===== src/rtl/serial_frame_tx.sv =====
// Serial frame transmitter: sync preamble, MSB-first payload, optional
// even parity. The line idles high between frames.
module serial_frame_tx #(
    parameter int                 DATA_W    = 8,
    parameter int                 PRE_LEN   = 5,
    parameter logic [PRE_LEN-1:0] PREAMBLE  = 5'b00110,
    parameter int                 PARITY_EN = 1
) (
    input  logic              clk,
    input  logic              reset,
    input  logic              start,
    input  logic [DATA_W-1:0] data,
    output logic              w,
    output logic              busy,
    output logic              done
);

    localparam int PW = (PRE_LEN > 1) ? $clog2(PRE_LEN) : 1;
    localparam int BW = (DATA_W > 1) ? $clog2(DATA_W) : 1;

    typedef enum logic [1:0] {
        IDLE = 2'd0,
        PRE  = 2'd1,
        DATA = 2'd2,
        PAR  = 2'd3
    } state_t;

    state_t              state, state_n;
    logic [PW-1:0]       pre_cnt, pre_cnt_n;
    logic [BW-1:0]       bit_cnt, bit_cnt_n;
    logic [PRE_LEN-1:0]  pre_sh, pre_sh_n;
    logic [DATA_W-1:0]   shift, shift_n;
    logic                par, par_n;
    logic                w_n, busy_n, done_n;

    always_comb begin
        state_n   = state;
        pre_cnt_n = pre_cnt;
        bit_cnt_n = bit_cnt;
        pre_sh_n  = pre_sh;
        shift_n   = shift;
        par_n     = par;
        done_n    = 1'b0;
        case (state)
            IDLE: begin
                if (start) begin
                    state_n   = PRE;
                    pre_cnt_n = '0;
                    pre_sh_n  = PREAMBLE;
                    shift_n   = data;
                    par_n     = ^data;
                end
            end
            PRE: begin
                if (pre_cnt == PW'(PRE_LEN - 1)) begin
                    state_n   = DATA;
                    bit_cnt_n = '0;
                end else begin
                    pre_cnt_n = pre_cnt + 1'b1;
                    pre_sh_n  = pre_sh << 1;
                end
            end
            DATA: begin
                if (bit_cnt == BW'(DATA_W - 1)) begin
                    if (PARITY_EN != 0) begin
                        state_n = PAR;
                    end else begin
                        state_n = IDLE;
                        done_n  = 1'b1;
                    end
                end else begin
                    bit_cnt_n = bit_cnt + 1'b1;
                    shift_n   = shift << 1;
                end
            end
            PAR: begin
                state_n = IDLE;
                done_n  = 1'b1;
            end
            default: state_n = IDLE;
        endcase

        // Outputs are derived from the next state so they register in step
        w_n    = 1'b1;
        busy_n = 1'b0;
        case (state_n)
            PRE: begin
                w_n    = pre_sh_n[PRE_LEN-1];
                busy_n = 1'b1;
            end
            DATA: begin
                w_n    = shift_n[DATA_W-1];
                busy_n = 1'b1;
            end
            PAR: begin
                w_n    = par_n;
                busy_n = 1'b1;
            end
            default: begin
                w_n    = 1'b1;
                busy_n = 1'b0;
            end
        endcase
    end

    always_ff @(posedge clk or negedge reset) begin
        if (!reset) begin
            state   <= IDLE;
            pre_cnt <= '0;
            bit_cnt <= '0;
            pre_sh  <= '0;
            shift   <= '0;
            par     <= 1'b0;
            w       <= 1'b1;
            busy    <= 1'b0;
            done    <= 1'b0;
        end else begin
            state   <= state_n;
            pre_cnt <= pre_cnt_n;
            bit_cnt <= bit_cnt_n;
            pre_sh  <= pre_sh_n;
            shift   <= shift_n;
            par     <= par_n;
            w       <= w_n;
            busy    <= busy_n;
            done    <= done_n;
        end
    end

endmodule

===== config.mk =====
export PLATFORM = sky130hd
export DESIGN_NAME = serial_frame_tx
export DESIGN_NICKNAME = d
export VERILOG_FILES = /design/src/rtl/serial_frame_tx.sv
export SDC_FILE = /design/constraint.sdc
export NUM_CORES = 1
export LEC_CHECK = 0
export CAP_MARGIN = 10
export CORE_MARGIN = 5
export CORE_UTILIZATION = 53
export DETAILED_ROUTE_END_ITERATION = 12
export PLACE_DENSITY = 0.77
export SYNTH_ARGS = -nofsm -noshare
export SYNTH_HDL_FRONTEND = slang
export SYNTH_SLANG_ARGS = --single-unit

===== constraint.sdc =====
create_clock -name clk -period 1.76 [get_ports clk]
set_input_delay 0.352 -clock clk [delete_from_list [all_inputs] [get_ports clk]]
set_output_delay 0.352 -clock clk [all_outputs]
set_load 0.02 [all_outputs]

==> results.md, run 1 <==
* Top FF cell, synth: dfrtp_1
* Met3 WL at 82 um
* Top Metal Used: met4
* Cell Rows at 16
* Met1 Wirelength at 904 um
* Count leader, synth: dfrtp_1
* IO buf count at 13
* Pin count of the biggest net entering global routing at 24
* Wire length per cell at about 13 um
* Clock Tree Buf Depth at 2
* Worst-path clk slew at 0.11 ns
* Cells after DPL at 147
* Synth cell count leaders: 22 x dfrtp_1, 16 x nand2_1, 7 x xnor2_1, 6 x a22oi_1
* Vias per cell at 5.563
* Max VDD drop at 0.0008628 V
* Critical path fanouts, max at 4
* Yosys reg bits at 23
* Worst-Margin Slew at 0.4128 ns
* Syn nets at 121
* Post-synth EDFFs at 0
* Synth area leader: dfrtp_1
* Cell with the largest stage delay on the worst path: dfrtp_1
* Hold_buf cts at 0
* Ratio of cells with drive above 1 in the final layout at 0.1452
* Final Max Tran Viols at 0
* Mapped Area at 1136 um^2
* CP endpoint kind: register
* CP max stage delay at 0.41 ns
* Pwr Total at 2.058 mW
* Setup Buffers After CTS at 0
* Crit path required time at approximately 2 ns
* Drt first-iter violations at 25
* Non-Filler Instances at 151
* CTS Sinks at 23
* CP bufs+invs at 0
* Chip width at 56.30 um
* Met2 wire len at a little under 1 mm
* Syn avg cell area at 10.72 um^2
* # Max-Cap Violations at 0
* I/O Pins at 14
* Worst EP arrival at 1.89 ns
* Die Ht at 56.30 um
* Area grow syn2layout at 17.95%
* Final setup violation count at 0
* Ys async rst share at 1.000
* Fin Setup TNS at 0 ns
* DRC at 0
* # diodes at 0
* Slew margin rel. at 0.7248
* Top-area cell type share of the netlist area at 0.4846
* Post-Place Cell Area at 1313 um^2
* Cts bufs inserted at 3
* Vias in the first global route at 872
* PwrDens at 1536 nW/um^2
* 1st-pass router iterations at 4
* Seq/Total Area, Yosys at 0.5077
* Status: finished clean
* WHS at between 0.3 and 0.4 ns
* RSZ-0062 raised after global routing: false
* Worst reg2reg startpoint: bit_cnt[0]
* Core Area at ~2000 um^2
* Tcrit/Tclk final at 0.9407
* CP startpoint kind: register
* Final Cell Area at 1340 um^2
* Mapped Cells at 106
* LEAKAGE at slightly above 0.6 nW
* CP top delay family: compound AO/OA/AOI/OAI gates
* Hold WC Path Type: in2async
* Final #Nets at 140
* CTS Root Cell: clkbuf_4
* Skew-Pair Late Insertion Delay at 0.30 ns
* Top cells by area, synth: dfrtp_1 48%, xnor2_1 5.4%, nand2_1 5.3%
* Final worst clock skew at 0.002133 ns
* First-pass GRT wire length at 3.650 mm
* Setup ws final at roughly 0.10 ns
* Drt total wl at 1.976 mm
* Starting density of the core at 0.5675
* Post-DRT Antenna Nets at 0
* Die Footprint at between 3000 and 4000 um^2
* Final Util at 0.6694
* GRT Total Usage at 0.1449
* HPWL after detailed placement at 1.534 mm
* Pre-CTS WS at approximately 0.070 ns
* Initial antenna violation count at 0
* Hold Vio Cnt, Final at 0
* Routed vias at 840
* Gr ovfl total at 0
* Synth warnings at 0
* Maximum clock frequency at a little over 600 MHz
* Critical Path Start: bit_cnt[0]
* Fin crit period at 1.656 ns
* Crit-path cells: ha_1 -> ha_2 -> nor3b_2 -> nor2_2 -> a21o_1 -> o221a_1
* Distinct cell type count after synthesis at 36
* Crit Path Category: reg2reg
* CTS tree: done
* GPL Wtd Cong at 0.7175
* CTS HTree Levels at 1
-- logic make-up (layout without fill, tap and decap cells) --
group                    Yosys count  count (layout)  synth area share
buffers and inverters             10              28           0.04515
adder cells (fa/ha/maj)            4               4           0.04405
AO/OA/AOI/OAI                     25              25            0.1575
multiplexers                       2               2           0.01982
XOR/XNOR                           8               8           0.06168
AND/OR/NAND/NOR                   34              34            0.1641
flip-flops                        23              23            0.5077
-- worst paths after layout --
path / to / slack, ns / depth (start not counted)
hold / removal: state[1] / 0.39 / 2
min in group clk: shift[3] / 0.49 / 2
setup reg to reg: w / 0.10 / 6
max in group asynchronous: w / 1.09 / 2
hold reg to reg: shift[3] / 0.49 / 2
setup / recovery: w / 0.10 / 6
-- cells in the final DEF, fill, tap and decap left out, types with 2 or more instances in the layout --
master and n:
dfrtp_1 22, nand2_1 16, clkdlybuf4s50_1 12, xnor2_1 7
a22oi_1 6, buf_4 6, o21ai_0 5, nor2_1 5
a22o_1 5, a21oi_1 3, nand3b_1 3, inv_1 3
ha_1 3, clkbuf_4 3, inv_2 2
-- layer usage --
layer  global-route usage  vias to the layer above
li1                     -                      405
met1               0.1827                      418
met2               0.2437                       15
met3              0.03211                        2
met4              0.05085                        0
met5                    0                        -
-- power by group --
| part | total (mW) | internal [mW] | switching [mW] | leakage, nW |
|---|---|---|---|---|
| Sequential | 0.946 | 0.776 | 0.170 | 0.285 |
| Combinational | 0.882 | 0.431 | 0.450 | 0.319 |
| Clock | 0.231 | 0.0883 | 0.143 | 0.0150 |
-- area by class of cell --
type / instances / area (um^2)
Multi-Input combinational cell: 73 / 510.5
Sequential cell: 23 / 576.8
Inverter: 5 / 18.77
Timing Repair Buffer: 19 / 173.9
Clock buffer: 4 / 26.28
Fill cell: 165 / 661.9
Tap cell: 27 / 33.78
-- registers in the layout (all words and copies together) (netlist names) --
| signal | cells |
|---|---|
| shift | 8 |
| bit_cnt | 3 |
| pre_cnt | 3 |
| pre_sh | 3 |
| state | 2 |
| busy | 1 |
| done | 1 |
| par | 1 |
| w | 1 |
-- repair_timing --
item / CTS / global route
setup endpoints to repair: 1 / 1
gates cloned: 0 / 0
gates resized for setup: 1 / 1
pin swaps: 0 / 1
No activity file was read; power rests on OpenSTA's default activity.
==> run 2: changes to the inputs <==
Settings changed: CAP_MARGIN 10 to not set, CTS_CLUSTER_SIZE set to 10, SLEW_MARGIN set to 20.
==> results of run 2 <==
Final layout, timing and power as in run 1 (identical DEF).
